===== src/rtl/b01p_serial_adder_pkg.sv =====
// Shared types and helpers for the b01p bit-serial adder/subtractor.
package b01p_pkg;

  typedef enum logic {
    ST_IDLE = 1'b0,
    ST_RUN  = 1'b1
  } state_e;

  localparam logic MODE_ADD = 1'b0;
  localparam logic MODE_SUB = 1'b1;

  // Width of the bit counter; never narrower than one bit.
  function automatic int cnt_width(input int word_len);
    return (word_len <= 2) ? 1 : $clog2(word_len);
  endfunction

endpackage


===== src/rtl/b01p_serial_adder_if.sv =====
// Serial operand/result bundle between the line receivers and b01p_serial_adder.
interface b01p_serial_adder_if #(
  parameter int LANES = 4
);

  logic [LANES-1:0] LINE1;
  logic [LANES-1:0] LINE2;
  logic             IN_VALID;
  logic             SUB;
  logic             ABORT;
  logic [LANES-1:0] OUTP_REG;
  logic             OUT_VALID;
  logic             LAST_REG;
  logic [LANES-1:0] OVERFLW_REG;

  modport master (
    output LINE1, LINE2, IN_VALID, SUB, ABORT,
    input  OUTP_REG, OUT_VALID, LAST_REG, OVERFLW_REG
  );

  modport slave (
    input  LINE1, LINE2, IN_VALID, SUB, ABORT,
    output OUTP_REG, OUT_VALID, LAST_REG, OVERFLW_REG
  );

endinterface


===== src/rtl/b01p_serial_adder_lane.sv =====
// One serial full adder/subtractor lane with carry, result and overflow registers.
// B01P_SIGNED_OVF_EN selects two's-complement overflow instead of carry/borrow.
module b01p_lane
  import b01p_pkg::*;
(
  input  logic clock,
  input  logic nRESET_G,
  input  logic a,
  input  logic b,
  input  logic mode,
  input  logic first,
  input  logic en,
  input  logic clr,
  input  logic last,
  output logic outp_reg,
  output logic ovf_reg
);

  logic carry_q, carry_d;
  logic outp_q, outp_d;
  logic ovf_q, ovf_d;
  logic b_eff, cin, sum, cout, ovf_bit;

  always_comb begin
    b_eff = b ^ mode;
    // Bit 0 takes its carry-in from the mode so subtract becomes A + ~B + 1.
    cin   = first ? (mode == MODE_SUB) : carry_q;
    sum   = a ^ b_eff ^ cin;
    cout  = (a & b_eff) | (a & cin) | (b_eff & cin);
`ifdef B01P_SIGNED_OVF_EN
    ovf_bit = cin ^ cout;
`else
    ovf_bit = (mode == MODE_SUB) ? ~cout : cout;
`endif

    carry_d = carry_q;
    if (clr) begin
      carry_d = 1'b0;
    end else if (en) begin
      carry_d = last ? 1'b0 : cout;
    end

    outp_d = en & sum;
    ovf_d  = en & last & ovf_bit;
  end

  always_ff @(posedge clock) begin
    if (!nRESET_G) begin
      carry_q <= 1'b0;
      outp_q  <= 1'b0;
      ovf_q   <= 1'b0;
    end else begin
      carry_q <= carry_d;
      outp_q  <= outp_d;
      ovf_q   <= ovf_d;
    end
  end

  assign outp_reg = outp_q;
  assign ovf_reg  = ovf_q;

endmodule


===== src/rtl/b01p_serial_adder.sv =====
// LANES-wide bit-serial adder/subtractor: word FSM, bit counter, mode latch and framing.
// B01P_SIGNED_OVF_EN (in b01p_lane) switches the overflow rule to signed.
module b01p_serial_adder
  import b01p_pkg::*;
#(
  parameter int WORD_LEN = 8,
  parameter int LANES    = 4
) (
  input  logic                 clock,
  input  logic                 nRESET_G,
  b01p_serial_adder_if.slave   bus
);

  localparam int            CW       = cnt_width(WORD_LEN);
  localparam logic [CW-1:0] LAST_CNT = CW'(WORD_LEN - 1);

  state_e        state_q, state_d;
  logic [CW-1:0] cnt_q, cnt_d;
  logic          mode_q, mode_d;
  logic          out_valid_q, out_valid_d;
  logic          last_q, last_d;
  logic          fire, is_first, is_last, mode_eff;

  always_comb begin
    fire     = bus.IN_VALID & ~bus.ABORT;
    is_first = (state_q == ST_IDLE);
    is_last  = (state_q == ST_RUN) && (cnt_q == LAST_CNT);
    // The word's mode is taken live from SUB on bit 0 and from mode_q afterwards.
    mode_eff = is_first ? bus.SUB : mode_q;

    state_d = state_q;
    cnt_d   = cnt_q;
    mode_d  = mode_q;

    if (bus.ABORT) begin
      state_d = ST_IDLE;
      cnt_d   = '0;
      mode_d  = MODE_ADD;
    end else if (bus.IN_VALID) begin
      case (state_q)
        ST_IDLE: begin
          mode_d  = bus.SUB;
          cnt_d   = CW'(1);
          state_d = ST_RUN;
        end
        ST_RUN: begin
          if (is_last) begin
            cnt_d   = '0;
            state_d = ST_IDLE;
          end else begin
            cnt_d = cnt_q + CW'(1);
          end
        end
        default: state_d = ST_IDLE;
      endcase
    end

    out_valid_d = fire;
    last_d      = fire & is_last;
  end

  always_ff @(posedge clock) begin
    if (!nRESET_G) begin
      state_q     <= ST_IDLE;
      cnt_q       <= '0;
      mode_q      <= MODE_ADD;
      out_valid_q <= 1'b0;
      last_q      <= 1'b0;
    end else begin
      state_q     <= state_d;
      cnt_q       <= cnt_d;
      mode_q      <= mode_d;
      out_valid_q <= out_valid_d;
      last_q      <= last_d;
    end
  end

  for (genvar g = 0; g < LANES; g++) begin : g_lane
    b01p_lane u_lane (
      .clock    (clock),
      .nRESET_G (nRESET_G),
      .a        (bus.LINE1[g]),
      .b        (bus.LINE2[g]),
      .mode     (mode_eff),
      .first    (is_first),
      .en       (fire),
      .clr      (bus.ABORT),
      .last     (is_last),
      .outp_reg (bus.OUTP_REG[g]),
      .ovf_reg  (bus.OVERFLW_REG[g])
    );
  end

  assign bus.OUT_VALID = out_valid_q;
  assign bus.LAST_REG  = last_q;

endmodule


===== src/flat_wrapper.sv =====
// flat-port wrapper written by rule: the top's interface ports become plain ports
module b01p_serial_adder_flat import b01p_pkg::*;
#(
  parameter int WORD_LEN = 8,
  parameter int LANES    = 4
)
  (clock, nRESET_G, bus_LINE1, bus_LINE2, bus_IN_VALID, bus_SUB, bus_ABORT, bus_OUTP_REG, bus_OUT_VALID, bus_LAST_REG, bus_OVERFLW_REG);
  b01p_serial_adder_if #(.LANES(LANES)) bus_i ();
  input  logic clock;
  input  logic nRESET_G;
  input wire logic [$bits(bus_i.LINE1)-1:0] bus_LINE1;
  input wire logic [$bits(bus_i.LINE2)-1:0] bus_LINE2;
  input wire logic [$bits(bus_i.IN_VALID)-1:0] bus_IN_VALID;
  input wire logic [$bits(bus_i.SUB)-1:0] bus_SUB;
  input wire logic [$bits(bus_i.ABORT)-1:0] bus_ABORT;
  output wire logic [$bits(bus_i.OUTP_REG)-1:0] bus_OUTP_REG;
  output wire logic [$bits(bus_i.OUT_VALID)-1:0] bus_OUT_VALID;
  output wire logic [$bits(bus_i.LAST_REG)-1:0] bus_LAST_REG;
  output wire logic [$bits(bus_i.OVERFLW_REG)-1:0] bus_OVERFLW_REG;
  assign bus_i.LINE1 = bus_LINE1;
  assign bus_i.LINE2 = bus_LINE2;
  assign bus_i.IN_VALID = bus_IN_VALID;
  assign bus_i.SUB = bus_SUB;
  assign bus_i.ABORT = bus_ABORT;
  assign bus_OUTP_REG = bus_i.OUTP_REG;
  assign bus_OUT_VALID = bus_i.OUT_VALID;
  assign bus_LAST_REG = bus_i.LAST_REG;
  assign bus_OVERFLW_REG = bus_i.OVERFLW_REG;
  b01p_serial_adder #(.WORD_LEN(WORD_LEN), .LANES(LANES)) u_core (.clock(clock), .nRESET_G(nRESET_G), .bus(bus_i));
endmodule

===== config.mk =====
export PLATFORM = sky130hd
export DESIGN_NAME = b01p_serial_adder_flat
export DESIGN_NICKNAME = d
export VERILOG_FILES = /design/src/rtl/b01p_serial_adder_pkg.sv /design/src/rtl/b01p_serial_adder_if.sv /design/src/rtl/b01p_serial_adder_lane.sv /design/src/rtl/b01p_serial_adder.sv /design/src/flat_wrapper.sv
export SDC_FILE = /design/constraint.sdc
export NUM_CORES = 1
export LEC_CHECK = 0
export CAP_MARGIN = 20
export CORE_ASPECT_RATIO = 0.8
export CORE_MARGIN = 3
export CORE_UTILIZATION = 51
export DETAILED_ROUTE_END_ITERATION = 12
export MAX_ROUTING_LAYER = met4
export PLACE_DENSITY_LB_ADDON = 0.1
export SLEW_MARGIN = 20
export SYNTH_ARGS = -nofsm -noshare
export SYNTH_HDL_FRONTEND = slang
export SYNTH_SLANG_ARGS = --single-unit
export TNS_END_PERCENT = 1

===== constraint.sdc =====
create_clock -name clock -period 3.2 [get_ports clock]
set_clock_uncertainty 0.05 [all_clocks]
set_input_delay 0.64 -clock clock [delete_from_list [all_inputs] [get_ports clock]]
set_output_delay 0.64 -clock clock [all_outputs]
set_load 0.05 [all_outputs]

==> flow_summary.yaml, run 1 <==
outcome:
  status: "completed"
pwr:
  power.density_nw_per_um2: 401
  peakVddDrop_mv: 0.358
  power_mw: 0.455
  power_leakage_nw: 0.480
routing:
  antenna_left: 0
  vias_per_cell: 4.95
  wire_per_inst_um: 12.3
  drc_errors: 0
  wl_um: 1600
  drt_iter0_drc: 7
  vias: 644
  firstDrtPassIters: 4
global_routing:
  grt_pass1_wl_um: 2700
  busiest_layer: "met2"
  grt_use_met1_pct: 19.7
  grt.total_usage_pct: 16.6
  overflow: 0
  antenna_found_initial: 0
  grt_use_met3_pct: 6.06
  grt_use_met2_pct: 24.3
  grt_max_degree: 16
  grt_pass1_vias: 617
finish:
  most-common-layout-cells: "22 x clkdlybuf4s50_1, 19 x dfxtp_1, 10 x nor2_1, 8 x xor2_1, 7 x a21oi_1"
  fillerInstances: 154
  final_layout_size_suffix_gt1_share_pct: 10.2
  finalNetCount: 128
  final_common_cell: "clkdlybuf4s50_1"
  diodes: 0
  area_growth_pct: 19.8
timing:
  slew_viol_final: 0
  timing_hold_violations_final: 0
  setup_tns_ns: 0
  max_slew_margin_pct: 66.4
  fmax_ghz: 0.455
  tightestPinTransition_ns: 0.502
  finalSetupViolCount: 0
  period_share_pct: 68.7
  fin_crit_ns: 2.20
  rsz0062_at_grt: "no"
yosys:
  synth_seq_area_share_pct: 40.2
  syn_nets: 113
  syn_avg_cell_area_um2: 10.1
  syn_area_um2: 947
  syn-instance-count: 94
  synth.distinct_cells: 25
  synth_seq_cells: 19
  synth_warnings: 0
setup_path:
  critPathMaxFanout: 5
  path_class: "in2reg"
  r2r_setup_slack_ns: 1.27
  crit_arrival_ns: 2.37
  startpoint_type: "input port"
  crit_required_ns: 3.37
  endpoint_kind: "flip-flop"
  reg2reg_depth: 5
  worstReg2RegStart: "u_core.state_q"
  timing.rr.end: "u_core.g_lane[1].u_lane.carry_q"
clocking:
  clkSinkCount: 19
  root_buffer: "clkbuf_4"
  hold_buffers: 0
  cts_resized: 0
  clk_latency_ns: 0.30
  cts.clk_slew.worst_paths_ns: 0.10
  max-clock-path-buffers: 2
  htree_levels: 1
  cts_buffers: 3
  post_cts_buffers: 0
  cts_tree: "done"
placement:
  port_buffers: 22
  place_hpwl_um: 1260
  globalplace.congestion: 0.756
floorplanning:
  design.die.area_um2: 2410
  die_w_um: 54.2
  ioPinCount: 23
  coreArea_um2: 1690
  die_height_um: 44.5
  placementRows: 13
  start_util_pct: 56.0
min_path:
  whs_path_depth: 2
  min_from: "u_core.cnt_q[1]"
  hold_path.class: "reg2reg"
  hold_end: "u_core.cnt_q[1]"
run:
  drv_cap: 0
-- synth_stat cells --
master | number | area [µm²]
dfxtp_1 | 19 | 380
nor2_1 | 10 | 37.5
buf_4 | 8 | 60.1
xor2_1 | 8 | 70.1
a21oi_1 | 7 | 35.0
inv_1 | 6 | 22.5
fa_1 | 4 | 80.1
nand2b_1 | 4 | 25.0
nand3b_1 | 4 | 30.0
o31ai_2 | 4 | 50.1
and2b_1 | 2 | 15.0
buf_2 | 2 | 10.0
ha_1 | 2 | 25.0
nand2_1 | 2 | 7.51
nand3_1 | 2 | 10.0
a21oi_4 | 1 | 16.3
buf_6 | 1 | 11.3
clkbuf_2 | 1 | 5.00
mux2i_1 | 1 | 10.0
nand2_2 | 1 | 6.26
nand4_2 | 1 | 12.5
nor2b_1 | 1 | 6.26
nor2b_2 | 1 | 8.76
o211ai_1 | 1 | 7.51
o21ai_0 | 1 | 5.00
-- report_power, final --
| part | switching, mW | internal [mW] | total, mW |
|---|---|---|---|
| clock network | 0.0722 | 0.0486 | 0.121 |
| logic | 0.0452 | 0.0400 | 0.0852 |
| registers | 0.00550 | 0.243 | 0.249 |
-- worst max-delay path, cell delays in order --
cell and delay, ns:
clkdlybuf4s50_1 0.47, nor2b_2 0.28, a21oi_4 0.09, xor2_1 0.18, fa_1 0.45, o31ai_2 0.26
-- layer usage --
layer  up-vias  routed length [µm]
li1        324                   -
met1       296                 732
met2        20                 715
met3         4                 113
met4         0                  35
met5         -                   0
-- cells by family after synthesis --
group / Yosys count / share of synthesized area, %
buffers and inverters: 18 / 11.5
adders and majority gates: 6 / 11.1
xor gates and xnor gates: 8 / 7.40
muxes: 1 / 1.06
AOI/OAI and AO/OA: 14 / 12.0
DFF: 19 / 40.2
and+or+nand+nor: 28 / 16.8
-- through the flow --
step / std cells / utilization (%) / cell area [µm²] / worst slack [ns] / hold slack (ns)
2_1_floorplan: 94 / - / 947 / 1.30 / 0.403
3_3_place_gp: 126 / 65.5 / 1110 / 0.718 / 0.411
3_5_place_dp: 126 / 65.5 / 1110 / 0.676 / 0.419
4_1_cts: 130 / 67.1 / 1130 / 0.995 / 0.436
5_1_grt: 130 / 67.1 / 1130 / 0.902 / 0.477
6_report: 130 / 67.1 / 1130 / 1.00 / 0.434
-- worst max path at each step --
stage               startpoint                              end  slack (ns)  cells past startpoint
floorplan              bus_SUB  u_core.g_lane[0].u_lane.carry_q        1.30                      5
global placement       bus_SUB  u_core.g_lane[0].u_lane.carry_q        0.72                      6
detailed placement     bus_SUB  u_core.g_lane[0].u_lane.ovf_reg        0.68                      7
CTS                    bus_SUB  u_core.g_lane[1].u_lane.carry_q         1.0                      6
global route           bus_SUB  u_core.g_lane[1].u_lane.carry_q        0.90                      6
finish                 bus_SUB  u_core.g_lane[1].u_lane.carry_q        1.00                      6
-- final cells by class --
cell class                      instances  area, µm²  area share [%]
Tap cell                               22       27.5            2.43
Inverter                                6       22.5            1.98
Clock buffer                            4       26.3            2.32
Multi-Input combinational cell         57        458            40.4
Sequential cell                        19        380            33.5
Timing Repair Buffer                   22        220            19.4
No activity file was read; power rests on OpenSTA's default activity.
==> run 2, diff against run 1 <==
--- a/config.mk
+++ b/config.mk
@@ -8,7 +8,7 @@
 export CAP_MARGIN = 20
 export CORE_ASPECT_RATIO = 0.8
 export CORE_MARGIN = 3
-export CORE_UTILIZATION = 51
+export CORE_UTILIZATION = 43
 export DETAILED_ROUTE_END_ITERATION = 12
 export MAX_ROUTING_LAYER = met4
 export PLACE_DENSITY_LB_ADDON = 0.1
==> constraint.sdc (replaced) <==
create_clock -name clock -period 1.8 [get_ports clock]
set_clock_uncertainty 0.05 [all_clocks]
set_input_delay 0.36 -clock clock [delete_from_list [all_inputs] [get_ports clock]]
set_output_delay 0.36 -clock clock [all_outputs]
set_load 0.05 [all_outputs]
==> flow_summary.yaml, run 2 (synthesis gave the netlist of run 1 again) <==
setup_path:
  timing.rr.end: "u_core.g_lane[3].u_lane.carry_q"
  crit_chain: "clkdlybuf4s50_1, nor2b_4, a21oi_4, xor2_1, fa_2, o31ai_2"
  critPathTopFamily: "buffers and inverters"
  path_buf_inv: 1
  critPathMaxFanout: 4
  slowest_delay_ns: 0.49
  endpoint_kind: "flip-flop"
  startpoint_type: "input port"
  worstReg2RegStart: "u_core.state_q"
  r2r_setup_slack_ns: 0.15
  crit_arrival_ns: 1.90
  reg2reg_depth: 5
  path_class: "in2reg"
  crit_slowest_cell: "clkdlybuf4s50_1"
  crit_required_ns: 1.96
floorplanning:
  die_height_um: 48.0
  ioPinCount: 23
  start_util_pct: 47.9
  placementRows: 14
  coreArea_um2: 1980
  design.die.area_um2: 2810
  die_w_um: 58.5
timing:
  tightestPinTransition_ns: 0.483
  period_share_pct: 96.8
  holdWs_ns: 0.437
  setup_tns_ns: 0
  fin_crit_ns: 1.74
  timing_hold_violations_final: 0
  slew_viol_final: 0
  fmax_ghz: 0.574
  finalSetupViolCount: 0
  rsz0062_at_grt: "yes"
  max_slew_margin_pct: 67.8
clocking:
  root_buffer: "clkbuf_4"
  cts_buffers: 3
  post_cts_buffers: 0
  htree_levels: 1
  clkSinkCount: 19
  cts_tree: "done"
  hold_buffers: 0
  cts.clk_slew.worst_paths_ns: 0.10
  clk_latency_ns: 0.29
  max-clock-path-buffers: 2
placement:
  place_hpwl_um: 1300
  globalplace.congestion: 0.834
  port_buffers: 22
  place_area_um2: 1130
pwr:
  power_leakage_nw: 0.527
  peakVddDrop_mv: 0.684
  power.density_nw_per_um2: 707
routing:
  drc_errors: 0
  vias_per_cell: 4.88
  wire_per_inst_um: 13.1
  firstDrtPassIters: 4
  drt_iter0_drc: 10
  antenna_left: 0
  vias: 664
  wl_um: 1780
min_path:
  hold_path.class: "reg2reg"
  hold_end: "u_core.cnt_q[2]"
  min_from: "u_core.cnt_q[2]"
  whs_path_depth: 2
finish:
  final_cell_area_um2: 1170
  finalNetCount: 132
  area_growth_pct: 23.6
  final_layout_size_suffix_gt1_share_pct: 26.8
  diodes: 0
  fillerInstances: 175
  final_common_cell: "dfxtp_1"
  final_util_pct: 59.2
  most-common-layout-cells: "19 x dfxtp_1, 13 x buf_4, 12 x clkdlybuf4s50_1, 10 x nor2_1, 8 x xor2_1"
global_routing:
  grt_max_degree: 15
  grt_pass1_wl_um: 2660
  grt_pass1_vias: 590
  grt.total_usage_pct: 14.0
  antenna_found_initial: 0
  overflow: 0
outcome:
  status: "completed"
run:
  drv_cap: 0
[run 2: cell types whose count changed in the layout (fill, tap and decap cells not counted), sizes merged]
cell	change
buf	+14
clkbuf	-1
clkdlybuf4s50	-10
clkinv	+1
[run 2: through the flow]
stage | setup slack, ns | total power [mW] | instances
6_report | 0.0584 | 0.827 | 136
5_1_grt | -0.0332 | 0.871 | 136
4_1_cts | 0.00952 | 0.831 | 136
3_5_place_dp | -0.331 | 0.615 | 132
3_3_place_gp | -0.315 | 0.615 | 132
2_1_floorplan | 0.184 | 0.560 | 94
[run 2: report_power, final]
group	internal [mW]	switching [mW]
clock network	0.0828	0.134
logic	0.0817	0.0898
registers	0.432	0.00701
[run 2: worst max path at each step]
| stage | start | endpoint | slack (ns) | depth (start not counted) |
|---|---|---|---|---|
| final | bus_SUB | u_core.g_lane[3].u_lane.carry_q | 0.06 | 6 |
| after global routing | bus_SUB | u_core.g_lane[1].u_lane.outp_reg | -0.03 | 6 |
| after CTS | bus_SUB | u_core.g_lane[3].u_lane.carry_q | 0.01 | 6 |
| after detailed placement | bus_SUB | u_core.g_lane[0].u_lane.carry_q | -0.33 | 6 |
| after global placement | bus_SUB | u_core.g_lane[0].u_lane.carry_q | -0.31 | 6 |
| after floorplan | bus_SUB | u_core.g_lane[0].u_lane.carry_q | 0.18 | 5 |
[run 2: layer usage]
metal  vias up  GRT usage [%]  wire length, µm
li1        334              -                -
met1       303           16.6              809
met2        25           22.5              794
met3         2           5.93              160
met4         0           2.78               14
met5         -              -                0
[run 2: worst min-delay path, stage by stage (launching register included)]
cell,delay (ns)
dfxtp_1,0.33
nand2b_1,0.07
a21oi_1,0.06
[run 2: what timing repair did]
action | CTS | global route
resized for setup | 1 | 4
endpoints found under the setup margin | 3 | 9
gates cloned | 0 | 0
[run 2: area by class of cell]
class	instances	area (µm²)	area share, %
Tap cell	24	30.0	2.56
Timing Repair Buffer	26	238	20.3
Multi-Input combinational cell	57	473	40.4
Sequential cell	19	380	32.5
Clock buffer	3	22.5	1.92
Inverter	6	22.5	1.92
Clock inverter	1	5.00	0.427
==> run 3, diff against run 2 <==
--- a/config.mk
+++ b/config.mk
@@ -7,9 +7,9 @@
 export LEC_CHECK = 0
 export CAP_MARGIN = 20
 export CORE_ASPECT_RATIO = 0.8
-export CORE_MARGIN = 3
-export CORE_UTILIZATION = 43
+export CORE_UTILIZATION = 47
 export DETAILED_ROUTE_END_ITERATION = 12
+export GPL_TIMING_DRIVEN = 1
 export MAX_ROUTING_LAYER = met4
 export PLACE_DENSITY_LB_ADDON = 0.1
 export SLEW_MARGIN = 20
==> constraint.sdc (replaced) <==
create_clock -name clock -period 2 [get_ports clock]
set_clock_uncertainty 0.05 [all_clocks]
set_input_delay 0.4 -clock clock [delete_from_list [all_inputs] [get_ports clock]]
set_output_delay 0.4 -clock clock [all_outputs]
set_load 0.05 [all_outputs]
==> flow_summary.yaml, run 3 (synthesis gave the netlist of run 1 again) <==
finish:
  area_growth_pct: 23.2
  final_util_pct: 61.7
  final_layout_size_suffix_gt1_share_pct: 13.4
  most-common-layout-cells: "22 x clkdlybuf4s50_1, 19 x dfxtp_1, 10 x nor2_1, 8 x xor2_1, 7 x a21oi_1"
  final_common_cell: "clkdlybuf4s50_1"
  diodes: 0
  final_cell_area_um2: 1170
  finalNetCount: 132
  fin_cells: 136
floorplanning:
  design.die.area_um2: 2200
  die_height_um: 42.2
  die_w_um: 52.2
  start_util_pct: 50.1
  coreArea_um2: 1890
  ioPinCount: 23
  placementRows: 14
routing:
  vias_per_cell: 4.85
  vias: 660
  wl_um: 1610
  antenna_left: 0
  wire_per_inst_um: 11.9
  drc_errors: 0
  drt_iter0_drc: 9
  firstDrtPassIters: 4
timing:
  fin_crit_ns: 1.87
  period_share_pct: 93.6
  max_slew_margin_pct: 66.2
  timing_hold_violations_final: 0
  slew_viol_final: 0
  tightestPinTransition_ns: 0.505
  rsz0062_at_grt: "no"
  finalSetupViolCount: 0
  fmax_ghz: 0.534
placement:
  globalplace.congestion: 0.758
  port_buffers: 22
  place_area_um2: 1140
  dp.cells: 132
  place_hpwl_um: 1300
pwr:
  p_seq_share_pct: 54.0
  peakVddDrop_mv: 0.317
  p_sw_share_pct: 26.8
  power.density_nw_per_um2: 627
  pwr-share-clk_pct: 26.1
  power_leakage_nw: 0.500
  intPower_mw: 0.536
  pwr-share-comb_pct: 19.9
  power_mw: 0.731
  p_sw_mw: 0.196
global_routing:
  grt_pass1_vias: 628
  grt_pass1_wl_um: 2700
  antenna_found_initial: 0
  overflow: 0
  grt_max_degree: 15
  grt.total_usage_pct: 18.1
setup_path:
  slowest_delay_ns: 0.80
  critPathMaxFanout: 1
  crit_chain: "clkdlybuf4s50_1"
  endpoint_kind: "output port"
  r2r_setup_slack_ns: 0.30
  critPathTopFamily: "buffers and inverters"
  startpoint_type: "flip-flop"
  crit_arrival_ns: 1.42
  path_buf_inv: 1
  reg2reg_depth: 5
  crit_slowest_cell: "clkdlybuf4s50_1"
  crit_required_ns: 1.55
  cp_num_cells: 1
  path_class: "reg2out"
clocking:
  clk_latency_ns: 0.29
  clkSinkCount: 19
  htree_levels: 1
  cts_tree: "done"
  cts_buffers: 3
  hold_buffers: 0
  cts.clk_slew.worst_paths_ns: 0.10
  cts_resized: 0
  root_buffer: "clkbuf_4"
  max-clock-path-buffers: 2
  post_cts_buffers: 0
min_path:
  hold_path.class: "reg2reg"
  whs_path_depth: 2
outcome:
  status: "completed"
run:
  drv_cap: 0
## run 3: cell count changes in the layout (fill, tap and decap cells not counted), sizes merged
cell           previous run  this run
clkbuf                    3         4
buf                      14         4
clkinv                    1         0
clkdlybuf4s50            12        22
## run 3: final timing paths
kind	start	endpoint
setup reg to reg	u_core.state_q	u_core.g_lane[1].u_lane.carry_q
hold / removal	u_core.cnt_q[1]	u_core.cnt_q[1]
hold reg to reg	u_core.cnt_q[1]	u_core.cnt_q[1]
setup / recovery	u_core.g_lane[1].u_lane.ovf_reg	bus_OVERFLW_REG[1]
## run 3: cell type report
cell class              count  area (µm²)
repair buffers             26         250
clock buffers               4        26.3
well taps                  24        30.0
flip-flops and latches     19         380
fillers                   181         724
multi-input cells          57         458
inverters                   6        22.5
## run 3: routing by layer
layer | share of wire (%) | GRT usage [%] | wire length (µm)
met1 | 48 | 23.1 | 772
met2 | 47 | 25.6 | 761
met3 | 4.1 | 7.61 | 66
met4 | 0.74 | 6.32 | 12
met5 | 0 | - | 0
## run 3: stage by stage
stage / setup slack, ns / hold slack [ns] / TNS, ns
CTS: 0.106 / 0.436 / 0
floorplan: 0.344 / 0.403 / 0
detailed placement: -0.176 / 0.419 / -1.57
finish: 0.129 / 0.431 / 0
global placement: -0.153 / 0.413 / -1.33
global route: 0.0614 / 0.468 / 0
## run 3: power groups by stage
stage / registers (mW) / logic [mW] / clock network (mW)
global route: 0.396 / 0.163 / 0.223
detailed placement: 0.404 / 0.148 / 0
finish: 0.395 / 0.146 / 0.191
CTS: 0.395 / 0.148 / 0.204
floorplan: 0.404 / 0.100 / 0
global placement: 0.403 / 0.145 / 0
## run 3: tightest hold or removal path, stage by stage (launching register included)
cell	delay, ns
dfxtp_1	0.33
nand2b_1	0.06
a21oi_1	0.05
